### src/rtl/serial_job_scheduler_if.sv
// Engine and shared-memory bus between the job scheduler (master) and the
// serial engine / memory side (slave).
interface serial_job_scheduler_if;
    logic       eng_en;
    logic [7:0] eng_feature_baseaddr;
    logic [5:0] eng_addr;
    logic       eng_we;
    logic       eng_done;
    logic [7:0] eng_out;
    logic [5:0] mem_addr;
    logic       mem_we;
    logic [7:0] mem_d;

    modport master (
        output eng_en, eng_feature_baseaddr, mem_addr, mem_we, mem_d,
        input  eng_addr, eng_we, eng_done, eng_out
    );

    modport slave (
        input  eng_en, eng_feature_baseaddr, mem_addr, mem_we, mem_d,
        output eng_addr, eng_we, eng_done, eng_out
    );
endinterface

### src/rtl/serial_job_scheduler.sv
// Runs a batch of jobs back-to-back on a serial engine, writing each result to
// consecutive memory addresses, with a per-job watchdog and abort.
module serial_job_scheduler #(
    parameter int MAX_JOBS = 4,
    parameter int TIMEOUT  = 255
) (
    input  logic                      clk,
    input  logic                      rst,
    input  logic                      start,
    input  logic                      abort,
    input  logic [2:0]                job_cnt,
    input  logic [7:0]                feature_base,
    input  logic [7:0]                feature_stride,
    input  logic [5:0]                result_base,
    serial_job_scheduler_if.master    bus,
    output logic                      busy,
    output logic                      done,
    output logic                      timeout_err,
    output logic [2:0]                jobs_done,
    output logic [7:0]                last_result
);
    localparam logic [2:0] S_IDLE   = 3'd0;
    localparam logic [2:0] S_LAUNCH = 3'd1;
    localparam logic [2:0] S_RUN    = 3'd2;
    localparam logic [2:0] S_WB     = 3'd3;
    localparam logic [2:0] S_FIN    = 3'd4;

    localparam int              WD_W    = (TIMEOUT < 2) ? 1 : $clog2(TIMEOUT);
    localparam logic [WD_W-1:0] WD_LAST = WD_W'(TIMEOUT - 1);
    localparam logic [2:0]      MAX_C   = 3'(MAX_JOBS);

    logic [2:0]      state_q, state_d;
    logic [2:0]      cnt_q, cnt_d;
    logic [2:0]      idx_q, idx_d;
    logic [7:0]      base_q, base_d;
    logic [7:0]      stride_q, stride_d;
    logic [5:0]      rbase_q, rbase_d;
    logic [WD_W-1:0] wd_q, wd_d;
    logic [2:0]      jobs_done_q, jobs_done_d;
    logic [7:0]      last_result_q, last_result_d;
    logic            rej_q, rej_d;
    logic            to_q, to_d;
    logic [2:0]      idx_nx;

    assign idx_nx = idx_q + 3'd1;

    always_comb begin
        state_d       = state_q;
        cnt_d         = cnt_q;
        idx_d         = idx_q;
        base_d        = base_q;
        stride_d      = stride_q;
        rbase_d       = rbase_q;
        wd_d          = wd_q;
        jobs_done_d   = jobs_done_q;
        last_result_d = last_result_q;
        rej_d         = 1'b0;
        to_d          = 1'b0;
        // Abort outranks engine completion and watchdog expiry.
        if (state_q != S_IDLE && abort) begin
            state_d = S_IDLE;
        end else begin
            case (state_q)
                S_IDLE: begin
                    if (start) begin
                        if (job_cnt != 3'd0 && job_cnt <= MAX_C) begin
                            cnt_d       = job_cnt;
                            base_d      = feature_base;
                            stride_d    = feature_stride;
                            rbase_d     = result_base;
                            idx_d       = 3'd0;
                            jobs_done_d = 3'd0;
                            state_d     = S_LAUNCH;
                        end else begin
                            rej_d = 1'b1;
                        end
                    end
                end
                S_LAUNCH: begin
                    wd_d    = '0;
                    state_d = S_RUN;
                end
                S_RUN: begin
                    if (bus.eng_done) begin
                        last_result_d = bus.eng_out;
                        state_d       = S_WB;
                    end else if (wd_q == WD_LAST) begin
                        to_d    = 1'b1;
                        state_d = S_IDLE;
                    end else begin
                        wd_d = wd_q + WD_W'(1);
                    end
                end
                S_WB: begin
                    jobs_done_d = jobs_done_q + 3'd1;
                    idx_d       = idx_nx;
                    // Stepping the base here keeps LAUNCH free of a multiplier.
                    base_d      = base_q + stride_q;
                    state_d     = (idx_nx < cnt_q) ? S_LAUNCH : S_FIN;
                end
                S_FIN:   state_d = S_IDLE;
                default: state_d = S_IDLE;
            endcase
        end
    end

    always_ff @(posedge clk or negedge rst) begin
        if (!rst) begin
            state_q       <= S_IDLE;
            cnt_q         <= '0;
            idx_q         <= '0;
            base_q        <= '0;
            stride_q      <= '0;
            rbase_q       <= '0;
            wd_q          <= '0;
            jobs_done_q   <= '0;
            last_result_q <= '0;
            rej_q         <= 1'b0;
            to_q          <= 1'b0;
        end else begin
            state_q       <= state_d;
            cnt_q         <= cnt_d;
            idx_q         <= idx_d;
            base_q        <= base_d;
            stride_q      <= stride_d;
            rbase_q       <= rbase_d;
            wd_q          <= wd_d;
            jobs_done_q   <= jobs_done_d;
            last_result_q <= last_result_d;
            rej_q         <= rej_d;
            to_q          <= to_d;
        end
    end

    // Memory mux: engine owns the port only in RUN, scheduler only in WB.
    always_comb begin
        bus.mem_addr = 6'd0;
        bus.mem_we   = 1'b0;
        bus.mem_d    = 8'd0;
        if (state_q == S_RUN) begin
            bus.mem_addr = bus.eng_addr;
            bus.mem_we   = bus.eng_we;
        end else if (state_q == S_WB) begin
            bus.mem_addr = rbase_q + {3'd0, idx_q};
            bus.mem_we   = ~abort;
            bus.mem_d    = last_result_q;
        end
    end

    assign bus.eng_en               = (state_q == S_RUN);
    assign bus.eng_feature_baseaddr = base_q;
    assign busy                     = (state_q != S_IDLE);
    assign done                     = rej_q | ((state_q == S_FIN) & ~abort);
    assign timeout_err              = to_q;
    assign jobs_done                = jobs_done_q;
    assign last_result              = last_result_q;
endmodule

### src/flat_wrapper.sv
// flat-port wrapper written by rule: the top's interface ports become plain ports
module serial_job_scheduler_flat 
#(
    parameter int MAX_JOBS = 4,
    parameter int TIMEOUT  = 255
)
  (clk, rst, start, abort, job_cnt, feature_base, feature_stride, result_base, busy, done, timeout_err, jobs_done, last_result, bus_eng_en, bus_eng_feature_baseaddr, bus_mem_addr, bus_mem_we, bus_mem_d, bus_eng_addr, bus_eng_we, bus_eng_done, bus_eng_out);
  serial_job_scheduler_if bus_i ();
  input  logic clk;
  input  logic rst;
  input  logic start;
  input  logic abort;
  input  logic [2:0] job_cnt;
  input  logic [7:0] feature_base;
  input  logic [7:0] feature_stride;
  input  logic [5:0] result_base;
  output logic busy;
  output logic done;
  output logic timeout_err;
  output logic [2:0] jobs_done;
  output logic [7:0] last_result;
  output wire logic [$bits(bus_i.eng_en)-1:0] bus_eng_en;
  output wire logic [$bits(bus_i.eng_feature_baseaddr)-1:0] bus_eng_feature_baseaddr;
  output wire logic [$bits(bus_i.mem_addr)-1:0] bus_mem_addr;
  output wire logic [$bits(bus_i.mem_we)-1:0] bus_mem_we;
  output wire logic [$bits(bus_i.mem_d)-1:0] bus_mem_d;
  input wire logic [$bits(bus_i.eng_addr)-1:0] bus_eng_addr;
  input wire logic [$bits(bus_i.eng_we)-1:0] bus_eng_we;
  input wire logic [$bits(bus_i.eng_done)-1:0] bus_eng_done;
  input wire logic [$bits(bus_i.eng_out)-1:0] bus_eng_out;
  assign bus_eng_en = bus_i.eng_en;
  assign bus_eng_feature_baseaddr = bus_i.eng_feature_baseaddr;
  assign bus_mem_addr = bus_i.mem_addr;
  assign bus_mem_we = bus_i.mem_we;
  assign bus_mem_d = bus_i.mem_d;
  assign bus_i.eng_addr = bus_eng_addr;
  assign bus_i.eng_we = bus_eng_we;
  assign bus_i.eng_done = bus_eng_done;
  assign bus_i.eng_out = bus_eng_out;
  serial_job_scheduler #(.MAX_JOBS(MAX_JOBS), .TIMEOUT(TIMEOUT)) u_core (.clk(clk), .rst(rst), .start(start), .abort(abort), .job_cnt(job_cnt), .feature_base(feature_base), .feature_stride(feature_stride), .result_base(result_base), .bus(bus_i), .busy(busy), .done(done), .timeout_err(timeout_err), .jobs_done(jobs_done), .last_result(last_result));
endmodule
### config.mk
export PLATFORM = sky130hd
export DESIGN_NAME = serial_job_scheduler_flat
export DESIGN_NICKNAME = d
export VERILOG_FILES = /design/src/rtl/serial_job_scheduler_if.sv /design/src/rtl/serial_job_scheduler.sv /design/src/flat_wrapper.sv
export SDC_FILE = /design/constraint.sdc
export NUM_CORES = 1
export LEC_CHECK = 0
export CAP_MARGIN = 0
export CORE_MARGIN = 1.5
export CORE_UTILIZATION = 45
export DETAILED_ROUTE_END_ITERATION = 10
export PLACE_DENSITY = 0.76
export SYNTH_ARGS = -nofsm -noshare
export SYNTH_HDL_FRONTEND = slang
export SYNTH_SLANG_ARGS = --single-unit
### constraint.sdc
create_clock -name clk -period 2.19 [get_ports clk]
set_input_delay 0.5475 -clock clk [delete_from_list [all_inputs] [get_ports clk]]
set_output_delay 0.5475 -clock clk [all_outputs]
set_load 0.005 [all_outputs]
==> out/metrics.cfg <==
[logic_synthesis]
yosysTopAreaCell = dfrtp_1
yosysWarnings = 0
yosys.cell_count.top_type = dfrtp_1
netlist_area_um2 = 2980
syn_area_per_cell_um2 = 10.3
ys_async_sr_fraction = 1.00
synth_cell_types = 51
syn_inst = 290
yosysTopAreaCellShare = 0.437
synthTopCellsByCount = dfrtp_1, nand2_1, nor2_1
yosys-top-cells-area = dfrtp_1, ha_1, mux2_2
synth-seq-cells = 52
yosysSeqAreaShare = 0.437
synthFlopType = dfrtp_1
synth-edff-count = 0
syn_nets = 353

[critical_path]
path_cells = ha_2 > fa_2 > a21oi_1 > nor2b_1 > xnor2_1 > o21ai_1 > buf_2
crit_fanout = 2
crit_slowest_cell = dfrtp_1
crit_start = u_core.idx_q[0]
critPathArrivalTime_ps = 1780
end_kind = output pin
crit_type = flip-flop to output pin
required_ps = 1640
startpoint_type = flip-flop
critical-path-max-stage-delay_ps = 400
r2r-start = u_core.bus.eng_feature_baseaddr[4]

[power_and_ir_drop]
max-vdd-ir-drop_uv = 877
p_leak_nw = 1.98
power_density_nw_per_um2 = 1070

[min_path]
min_path_type = primary input to asynchronous set/reset pin

[timing]
rsz0062_at_grt = yes
fin_skew_ps = 9.10
finalWorstSetupSlack_ps = -138
hold_violations = 0
slew_viol_final = 0
finalCritPeriodShare = 1.06
setup_violations = 4
timing.fmax_mhz = 430
maxSlewHeadroom = 0.636
layout_min_cycle_time_ps = 2330
tightest_slew_ps = 546

[placed_design]
dp_hpwl_um = 4940
gp_routability_congestion = 0.895
dpl-instance-area_um2 = 4060
io_buffers = 82

[die]
start_util = 0.467
ios = 83
fp.dieW_um = 84.4
die_area_um2 = 7120
die_y_um = 84.4
rows = 29
design.core.area_um2 = 6390

[routing]
viasPerCell = 5.13
ant_nets = 0
first_pass_iters = 4
avgRoutedWirePerCell_um = 13.6
drc = 0
drt_iter0_markers = 104
routed_wl_um = 6600
vias = 2494

[grt]
grtUsageMet3 = 0.0383
antenna_found_initial = 0
met1_usage = 0.254
grt_overflow = 0
use_met2 = 0.330
grt_use_total = 0.194
grt_pass1_wl_um = 11300
top_usage_layer = met2
grt_start_max_net_pins = 30
grt_pass1_vias = 2476

[status]
status = finished, violations left
violations = negative setup slack

[clock_network]
cts_made_buffers = 5
cts_root_buf = clkbuf_8
htreeDepth = 2
ctsHoldBuffers = 0
clk_latency_ps = 310
clkSlewWorstSetupHoldPaths_ps = 90
clock_sinks = 52
cts_tree = built
clk_path_buf_depth = 2

[layout]
utilization = 0.670
area_delta_synth_final_pct = 43.6
layout-drive-gt1-share = 0.235
final_area_um2 = 4280
diodes = 0
finalNetCount = 471

[run]
cap_violations = 0

==> final timing paths <==
check	slack [ps]	cells after the start	end
worst min register to register	510	1	u_core.cnt_q[2]
worst max register to register	160	6	u_core.bus.eng_feature_baseaddr[7]
min in group clk	510	1	u_core.cnt_q[2]
max in group asynchronous	1420	2	u_core.idx_q[1]
worst max-delay path	-140	7	bus_mem_addr[4]
worst min-delay path	210	1	u_core.stride_q[3]
==> per-stage QoR <==
stage | instances | power [mW] | setup WS [ps] | hold slack (ps) | TNS, ps
after floorplan | 290 | 2.87 | 155 | 252 | 0
after global placement | 466 | 3.70 | -316 | 492 | -3230
after detailed placement | 466 | 3.77 | -365 | 495 | -3910
after CTS | 483 | 4.52 | -158 | 220 | -427
after global routing | 486 | 4.96 | -248 | 241 | -896
final | 486 | 4.57 | -138 | 211 | -361
==> per-layer routing <==
layer | part of all wire | vias up | wire, µm
met5 | 0 | - | 0
met4 | 0.015 | 0 | 99
met3 | 0.037 | 7 | 245
met2 | 0.49 | 56 | 3210
met1 | 0.46 | 1174 | 3050
li1 | - | 1257 | -
==> cell type report <==
type	count	area, µm²
tap	77	96.3
clock buffer	6	72.6
inverter	10	40.0
multi-input combinational	219	1640
timing repair buffer	120	1100
fill	517	2110
clock inverter	2	35.0
sequential	52	1300
==> flip-flops by register name, summed over array words and instances (netlist names) <==
name and count:
u_core.bus.eng_feature_baseaddr 8, u_core.cnt_q 3, u_core.idx_q 3, u_core.jobs_done 3, u_core.last_result 8, u_core.rbase_q 6
u_core.rej_q 1, u_core.state_q 3, u_core.stride_q 8, u_core.timeout_err 1, u_core.wd_q 8
==> repair_timing <==
action,4_1_cts,5_1_grt
pin swaps,10,5
gates resized for setup,54,7
setup endpoints to repair,18,9
setup buffers,9,3
hold endpoints to repair,0,0
==> logic make-up after synthesis <==
family                   count (synthesis)  synth area share
XOR/XNOR                                10            0.0294
AO/OA/AOI/OAI                           60             0.123
flip-flops                              52             0.437
multiplexers                            27             0.111
buffers and inverters                   19            0.0315
AND/OR/NAND/NOR                        104             0.188
adder cells (fa/ha/maj)                 18            0.0806
==> power breakdown <==
part           switching [mW]  internal [mW]
Clock                   0.314          0.340
Sequential              0.256           1.30
Combinational           0.987           1.37
==> worst max-delay path: cells and delay by family (launching register included) <==
family	cells	cell delay [ps]
buffers and inverters	1	130
adders and majority gates	2	520
xor gates and xnor gates	1	120
AOI/OAI and AO/OA	2	240
and+or+nand+nor	1	70
DFF	1	400
==> layout by cell type (no fill, tap or decap), types with 4 or more instances in the layout <==
cell type and count:
nor2_1 24, mux2_2 17, inv_1 9, buf_2 7, ha_1 14, dlygate4sd2_1 11, buf_4 32, or3_1 5
mux2_4 8, o21ai_1 4, o21ai_0 21, nand2_1 30, nand3_1 8, buf_6 5, clkbuf_8 5, dfrtp_1 52
a31oi_1 4, xnor2_1 8, clkdlybuf4s50_1 62, and2_1 10, nand2b_1 4, a21oi_1 13
Power figures use the tool's default switching activity.
